File: src/rtl/seg7_pkg.sv
// Shared seven-segment definitions: hex code table, blank pattern, sampler FSM encoding.
// Pure definitions, no timing; used by the sampler and the hex-to-segment encoder.
package seg7_pkg;

    localparam logic [6:0] SEG_BLANK = 7'h00;

    typedef enum logic [0:0] {
        ST_SETTLE = 1'b0,
        ST_LOCKED = 1'b1
    } seg7_state_t;

    typedef struct packed {
        logic       hit;
        logic [3:0] num;
    } seg7_dec_t;

    // Segment order abcdefg, bit 6 = a, 1 = lit.
    function automatic logic [6:0] hex_to_seg(input logic [3:0] digit);
        logic [6:0] seg;
        seg = SEG_BLANK;
        case (digit)
            4'h0: seg = 7'h7E;
            4'h1: seg = 7'h30;
            4'h2: seg = 7'h6D;
            4'h3: seg = 7'h79;
            4'h4: seg = 7'h33;
            4'h5: seg = 7'h5B;
            4'h6: seg = 7'h5F;
            4'h7: seg = 7'h70;
            4'h8: seg = 7'h7F;
            4'h9: seg = 7'h7B;
            4'hA: seg = 7'h77;
            4'hB: seg = 7'h1F;
            4'hC: seg = 7'h4E;
            4'hD: seg = 7'h3D;
            4'hE: seg = 7'h4F;
            4'hF: seg = 7'h47;
            default: seg = SEG_BLANK;
        endcase
        return seg;
    endfunction

    function automatic seg7_dec_t seg7_decode(input logic [6:0] seg);
        seg7_dec_t dec;
        dec.hit = 1'b0;
        dec.num = 4'h0;
        for (int i = 0; i < 16; i++) begin
            if (seg == hex_to_seg(4'(i))) begin
                dec.hit = 1'b1;
                dec.num = 4'(i);
            end
        end
        return dec;
    endfunction

endpackage

File: src/rtl/seg7_stable_filter.sv
// Synchronizes SEG and counts identical samples; o_stable strobes as the count reaches STABLE_CYC.
// Latency: o_s lags i_seg by SYNC_STAGES edges; o_stable/o_changed are combinational. No backpressure.
module seg7_stable_filter #(
    parameter int STABLE_CYC  = 16,
    parameter int SYNC_STAGES = 2
) (
    input  logic       i_clk,
    input  logic       i_rstn,
    input  logic [6:0] i_seg,
    output logic [6:0] o_s,
    output logic       o_changed,
    output logic       o_stable
);

    localparam logic [7:0] STABLE = 8'(STABLE_CYC);

    logic [6:0] r_sync [SYNC_STAGES];
    logic [6:0] r_prev;
    logic [7:0] r_cnt;

    logic [6:0] w_s;
    logic       w_changed;
    logic [7:0] w_cnt_nxt;

    assign w_s       = r_sync[SYNC_STAGES-1];
    assign w_changed = (w_s != r_prev);

    always_comb begin
        w_cnt_nxt = r_cnt;
        if (w_changed) begin
            w_cnt_nxt = 8'd1;
        end else if (r_cnt != STABLE) begin
            w_cnt_nxt = r_cnt + 8'd1;
        end
    end

    always_ff @(posedge i_clk) begin
        if (!i_rstn) begin
            for (int i = 0; i < SYNC_STAGES; i++) begin
                r_sync[i] <= 7'h00;
            end
            r_prev <= 7'h00;
            r_cnt  <= 8'd1;
        end else begin
            r_sync[0] <= i_seg;
            for (int i = 1; i < SYNC_STAGES; i++) begin
                r_sync[i] <= r_sync[i-1];
            end
            r_prev <= w_s;
            r_cnt  <= w_cnt_nxt;
        end
    end

    // Strobe on the edge that carries the count to STABLE, so downstream can register it there.
    assign o_s       = w_s;
    assign o_changed = w_changed;
    assign o_stable  = !w_changed && (r_cnt == STABLE - 8'd1);

endmodule

File: src/rtl/seg7_sampler.sv
// Accepts a seven-segment pattern once stable, decodes it to hex, flags illegal patterns.
// Latency: pulse SYNC_STAGES + STABLE_CYC - 1 cycles after SEG settles. No backpressure.
module seg7_sampler
    import seg7_pkg::*;
#(
    parameter int STABLE_CYC  = 16,
    parameter int SYNC_STAGES = 2
) (
    input  logic       CLK,
    input  logic       RSTN,
    input  logic [6:0] SEG,
    output logic       VALID,
    output logic [3:0] NUM,
    output logic       ERR,
    output logic [7:0] ERR_CNT
);

    logic [6:0]  w_s;
    logic        w_changed;
    logic        w_stable;
    logic        w_accept;
    seg7_dec_t   w_dec;
    seg7_state_t r_state;
    seg7_state_t w_state_nxt;

    logic        r_valid;
    logic        r_err;
    logic [3:0]  r_num;
    logic [7:0]  r_err_cnt;

    seg7_stable_filter #(
        .STABLE_CYC  (STABLE_CYC),
        .SYNC_STAGES (SYNC_STAGES)
    ) u_filter (
        .i_clk     (CLK),
        .i_rstn    (RSTN),
        .i_seg     (SEG),
        .o_s       (w_s),
        .o_changed (w_changed),
        .o_stable  (w_stable)
    );

    assign w_dec = seg7_decode(w_s);

    always_comb begin
        w_state_nxt = r_state;
        w_accept    = 1'b0;
        case (r_state)
            ST_SETTLE: begin
                if (w_stable) begin
                    w_state_nxt = ST_LOCKED;
                    w_accept    = 1'b1;
                end
            end
            ST_LOCKED: begin
                if (w_changed) begin
                    w_state_nxt = ST_SETTLE;
                end
            end
            default: w_state_nxt = ST_SETTLE;
        endcase
    end

    always_ff @(posedge CLK) begin
        if (!RSTN) begin
            r_state   <= ST_SETTLE;
            r_valid   <= 1'b0;
            r_err     <= 1'b0;
            r_num     <= 4'h0;
            r_err_cnt <= 8'd0;
        end else begin
            r_state <= w_state_nxt;
            r_valid <= w_accept && w_dec.hit;
            r_err   <= w_accept && !w_dec.hit && (w_s != SEG_BLANK);
            if (w_accept && w_dec.hit) begin
                r_num <= w_dec.num;
            end
            if (w_accept && !w_dec.hit && (w_s != SEG_BLANK) && (r_err_cnt != 8'hFF)) begin
                r_err_cnt <= r_err_cnt + 8'd1;
            end
        end
    end

    assign VALID   = r_valid;
    assign ERR     = r_err;
    assign NUM     = r_num;
    assign ERR_CNT = r_err_cnt;

endmodule

File: config.mk
export PLATFORM = sky130hd
export DESIGN_NAME = seg7_sampler
export DESIGN_NICKNAME = d
export VERILOG_FILES = /design/src/rtl/seg7_pkg.sv /design/src/rtl/seg7_stable_filter.sv /design/src/rtl/seg7_sampler.sv
export SDC_FILE = /design/constraint.sdc
export NUM_CORES = 1
export LEC_CHECK = 0
export ABC_AREA = 1
export CORE_ASPECT_RATIO = 2
export CORE_UTILIZATION = 45
export CTS_BUF_LIST = sky130_fd_sc_hd__clkbuf_16
export CTS_CLUSTER_SIZE = 12
export DETAILED_ROUTE_END_ITERATION = 8
export PLACE_DENSITY = 0.66
export SYNTH_ARGS = -nofsm -noshare
export SYNTH_HDL_FRONTEND = slang
export SYNTH_SLANG_ARGS = --single-unit
File: constraint.sdc
create_clock -name CLK -period 1.92 [get_ports CLK]
set_clock_uncertainty 0.05 [all_clocks]
set_input_delay 0.576 -clock CLK [delete_from_list [all_inputs] [get_ports CLK]]
set_output_delay 0.576 -clock CLK [all_outputs]
set_load 0.01 [all_outputs]
# Word-level counts from Yosys, hierarchy flattened
# Memories as Yosys holds them, arrays and structs flattened.
# Index checks and enable logic that the tools add are counted.
# word_totals
register_bits,30
ram_bits,14
in_bits,9
out_inout_bits,14
word_cells,67
memories,1
# memory_table
name,depth,width,read_ports,rd_ports_with_merged_regs,write_ports,line,text
u_filter.r_sync,2,7,2,0,2,seg7_stable_filter.sv:17,logic [6:0] r_sync [SYNC_STAGES];
# op_classes
n_addsub,2
eq_ne,20
muxes,24
n_bitwise,4
n_reduce_logical,9
# op_table
cell,n
equality test 7 bit (second input constant),12
2-to-1 mux 5 bit,16
equality test 7 x 6 -> 1 bit (second input constant),3
adder 8 x 1 -> 8 bit (second input constant),2
2-to-1 mux 7 bit,2
equality test 8 x 4 -> 1 bit (second input constant),1
inequality test 8 x 5 -> 1 bit (second input constant),1
inequality test 8 bit (second input constant),1
equality test 7 x 5 -> 1 bit (second input constant),1
inequality test 7 bit,1
nonzero test 7 bit,1
logical AND 1 bit,5
2-to-1 mux 1 bit,5
zero test 1 bit,2
inverter 1 bit,2
OR 1 bit,2
one-hot mux 1 bit (2 select lines),1
OR reduction 2 bit,1

# Depth between registers and ports, before layout
# depth
word_depth,21
ltp_mapped,14
mapped_depth_nobuf,13

# Hierarchy
# From an unflattened synthesis, not the netlist that was laid out.
# hier_totals
hier_cells,331
area_unflattened_um2,2259.7
# by_module_without_submodules
mod,instances,cells_each,area_per_inst_um2,seq_area_each_um2
seg7_stable_filter,1,176,1287.5,580.6
seg7_sampler,1,155,972.2,300.3

# Worst setup path before layout
# No wires, ideal clock.
# synth_timing
path_kind,flip-flop to flip-flop
start,reg u_filter.r_cnt[0]
end,"reg r_err_cnt[2], in the netlist ERR_CNT[2]"
setup_ns,0.113
t_arrival_ns,1.519
required_time_ns,1.757
setup_slack_ns,0.238
path_stages_with_launch,13
path_buffers,0
synth_period_minus_slack_ns,1.682
path_cell_list,dfxtp_1 > ha_1 > nand3_1 > nor2_1 > nand2_1 > nor2_1 > nand3_1 > nor2_2 > nand3_2 > nor2_1 > nand2_1 > nand2_1 > nor2_1
# synth_between
elab_chain_cells,7
# synth_lines
element,line,text
"start, declared",seg7_stable_filter.sv:19,logic [7:0] r_cnt;
"start signal, assigned",seg7_stable_filter.sv:50,r_cnt <= w_cnt_nxt;
equality test 8 x 4 -> 1 bit,seg7_stable_filter.sv:57,assign o_stable = !w_changed && (r_cnt == STABLE - 8'd1);
logical AND 1 bit,seg7_stable_filter.sv:57,
2-to-1 mux 1 bit,seg7_sampler.sv:50,if (w_stable) begin
2-to-1 mux 1 bit,seg7_sampler.sv:48,case (r_state)
logical AND 1 bit (3 in series),seg7_sampler.sv:78,if (w_accept && !w_dec.hit && (w_s != SEG_BLANK) && (r_err_cnt != 8'hFF)) begin
"end signal, assigned",seg7_sampler.sv:79,r_err_cnt <= r_err_cnt + 8'd1;
"end, declared",seg7_sampler.sv:29,logic [7:0] r_err_cnt;
# Every way passes these cells.
# A chain may end at the register's enable or synchronous reset.

# Worst setup path after layout
# layout_timing
start,"reg r_err_cnt[7], in the netlist ERR_CNT[7]"
end,out ERR_CNT[7]
# layout_lines
element,line,text
"end, declared",seg7_sampler.sv:15,output logic [7:0] ERR_CNT
# No word-level cell between the ends.

==> run summary <==
WORST SETUP PATH
----------------------------------------------------------------------------------------------------
Family of cells with the greatest summed delay on the critical path                     buffers and inverters
Crit. End Element                                                                       primary output
Cell with the largest stage delay on the worst path                                     clkdlybuf4s50_1
Kind of start point of the critical path                                                        flop
Data required time at the worst endpoint                                                     1290 ps
CP cell instances                                                                       clkdlybuf4s50_1
Biggest fanout along the worst timing path                                                         4
Delay of the slowest cell on the worst path                                                   560 ps
Crit path kind                                                                          flop to primary output
Number of buffers and inverters on the critical path                                               1
Data arrival time of the critical path                                                       1250 ps

TIMING
----------------------------------------------------------------------------------------------------
Number of slew-limit violations in the final report                                                0
Final clock period utilization by the worst path                                               97.5%
Final setup viols                                                                                  0
Worst hold margin                                                                             356 ps
Maximum frequency from static timing analysis                                                534 MHz
Min cycle time layout                                                                        1870 ps
Count of endpoints failing hold in the final timing report                                         0
Worst-margin pin slew                                                                         356 ps
Slew margin rel.                                                                               76.1%

CLOCK TREE
----------------------------------------------------------------------------------------------------
Clock root buffer                                                                          clkbuf_16
Buffer depth of the longest clock path                                                             2
Clock latency of the later-clocked register in the worst-skew pair                            280 ps
Clock-pin slew reported for the worst setup and hold paths after clock tree synthesis          60 ps
H-tree depth reported by CTS                                                                       2
Clk sinks                                                                                         44
Hold_buf cts                                                                                       0
Number of buffers inserted during clock tree synthesis                                             5
TritonCTS clock tree                                                                             yes

FINISH
----------------------------------------------------------------------------------------------------
Final Util                                                                                     60.9%
Final std cell area, no fill                                                            0.00267 mm^2
Final cell count without fillers                                                                 392
Share of cells above drive strength 1                                                          16.3%
Antenna fix cells                                                                                  0
Area growth from synthesis to final layout                                                     28.0%
Nets@finish                                                                                      349

FLOORPLAN
----------------------------------------------------------------------------------------------------
Std-Cell Rows                                                                                     34
Chip Height                                                                                  98.2 um
Starting density of the core                                                                   47.5%
Area of the placeable core                                                              0.00438 mm^2
Total die area                                                                          0.00492 mm^2
Number of I/O pins                                                                                23
Die X                                                                                        50.1 um

PLACED DESIGN
----------------------------------------------------------------------------------------------------
Post-Place Cells                                                                                 383
DP HPWL                                                                                      3020 um
Post-place instance area                                                                0.00241 mm^2
Routability congestion estimate from global placement                                          0.816
Total of buffers placed on input and output ports                                                 22

ROUTE
----------------------------------------------------------------------------------------------------
Post-DR vias/cell                                                                               4.75
First-pass DRT Iterations                                                                          4
Detailed-route via count                                                                        1861
DRT Wirelength                                                                               4030 um
DR WL/cell                                                                                   10.3 um
Count of antenna-violating nets left after detailed routing                                        0
First-iteration detailed-routing DRC count                                                        28
DR DRC count                                                                                       0

GLOBAL ROUTING
----------------------------------------------------------------------------------------------------
Number of antenna violations at the first check in global routing                                  0
Pin count of the biggest net entering global routing                                              29
Vias in the first global route                                                                  1716
Overflow left after global routing                                                                 0
Global-route wire length before repair                                                       6860 um
Total routing usage reported by global routing                                                 18.1%

PWR
----------------------------------------------------------------------------------------------------
PD cells                                                                                 764 mW/mm^2
Peak ir drop on the vdd network                                                               817 uV
Static leakage power                                                                         1.28 nW

YOSYS
----------------------------------------------------------------------------------------------------
Post-Synth Simple-Gate Area                                                                    35.3%
Distinct cell type count after synthesis                                                          28
Post-synthesis area per instance                                                           6.83 um^2
Sequential element share of the synthesized area                                               42.3%
Seq cells post-synth                                                                              44
Mapped cell area                                                                        0.00208 mm^2
Net count after synthesis                                                                        317
Multiplexer fraction of the synthesized cell area                                                 0%
Most common flop cell mapped by yosys                                                        dfxtp_1
Total of warnings raised by yosys                                                                  0
Combinational family with the most area after synthesis                                 simple AND/OR/NAND/NOR gates
EDFF count, synth                                                                                  0
Share of flip-flops with an asynchronous set or reset                                             0%
Share of the synthesized netlist area taken by xor and xnor gates                              4.62%
Area fraction in compound gates after synthesis                                                5.17%
Cell types occupying the most area after synthesis                                      dfxtp_1 42%, nand2_1 15%, inv_1 8.6%, nor2_1 7.4%, xnor2_1 2.9%
Cell taking the most area after synthesis                                                    dfxtp_1
Area share of fa/ha/maj cells after synthesis                                                  1.80%
Portion of synthesized cell area occupied by the leading cell type                             42.3%
Gate Count Post-Synth                                                                            305

MIN PATH
----------------------------------------------------------------------------------------------------
Min-Delay Path Class                                                                    flop to flop

FLOW RUN
----------------------------------------------------------------------------------------------------
# Max-Cap Violations                                                                               0

OUTCOME
----------------------------------------------------------------------------------------------------
Result of the run                                                                       finished clean

==> cell usage in the layout (no fill, tap or decap), drive strengths merged, types with 2 or more instances in the layout <==
cell and instances:
nor2 48, dfxtp 44, xnor2 7, nand2 87, nand3 12, buf 7, a21oi 11, clkbuf 5
ha 3, xor2 4, nand4 10, nor3 5, clkdlybuf4s50 22, clkinv 2, inv 56, nor4 2
o21ai 6
==> timing repair <==
| action | in CTS | in global routing |
|---|---|---|
| setup buffers | 0 | 1 |
| gates resized for setup | 0 | 25 |
| setup endpoints to repair | 0 | 15 |
==> report_power, final <==
group	internal [mW]	total (mW)	leakage [nW]	switching, mW
combinational	0.0622	0.139	0.833	0.0771
sequential	0.937	0.955	0.362	0.0179
clock	0.611	0.944	0.0814	0.333
total	1.61	2.04	1.28	0.428
==> flip-flops by register name, indices dropped and copies added (netlist names) <==
register	cells
u_filter.r_sync	14
ERR_CNT	8
u_filter.r_cnt	8
u_filter.r_prev	7
NUM	4
ERR	1
VALID	1
r_state	1
==> cell usage after synthesis, drive strengths merged, types with 2 or more instances <==
cell	number
a21oi	11
clkbuf	3
dfxtp	44
ha	3
inv	56
nand2	87
nand3	12
nand4	10
nor2	48
nor3	5
nor4	2
o21ai	6
xnor2	7
xor2	4
==> cell type report <==
class                           count  area, um^2
Fill cell                         409        1720
Multi-Input combinational cell    201        1040
Sequential cell                    44         895
Timing Repair Buffer               29         285
Inverter                           56         210
Clock buffer                        5         125
Tap cell                           54        67.6
Clock inverter                      3        42.5
==> routing by layer <==
metal	part of all wire (%)	global-route usage, %	up-vias
met3	2.8	3.89	7
met5	0	0	-
met4	2.3	8.35	0
met2	55	34.8	31
met1	40	17.1	823
li1	-	-	1000
==> cells by family (layout without fill, tap and decap cells) <==
kind of cell	Yosys count	count (layout)
and+or+nand+nor	167	167
buffers and inverters	60	93
DFF	44	44
AOI/OAI and AO/OA	20	20
xor gates and xnor gates	11	11
adders and majority gates	3	3
==> stage by stage <==
stage	setup WS, ps	power [mW]	TNS [ps]
after floorplan	238	1.05	0
after global placement	106	1.10	0
after detailed placement	63.4	1.11	0
after CTS	3.78	2.05	0
after global routing	-30.7	2.13	-51.8
final	48.2	2.04	0
==> path summary, 6_finish.rpt <==
kind,slack [ps],end,depth (start not counted),from
worst max-delay path,50,ERR_CNT[7],1,ERR_CNT[7]
worst min-delay path,360,u_filter.r_sync[0][13],2,u_filter.r_sync[0][6]
worst max register to register,120,ERR_CNT[2],12,u_filter.r_cnt[1]
worst min register to register,360,u_filter.r_sync[0][13],2,u_filter.r_sync[0][6]
==> worst register-to-register path, stage by stage, from the launching register on <==
cell and delay (ps):
dfxtp_2 330, ha_2 190, nand3_2 100, nor2_2 150, nand2_2 90, nor2_2 130, nand3_2 130, nor2_4 160
nand3_4 110, nor2_4 130, nand2_1 50, nand2_1 50, nor2_1 30
(Power assumes the default switching activity.)
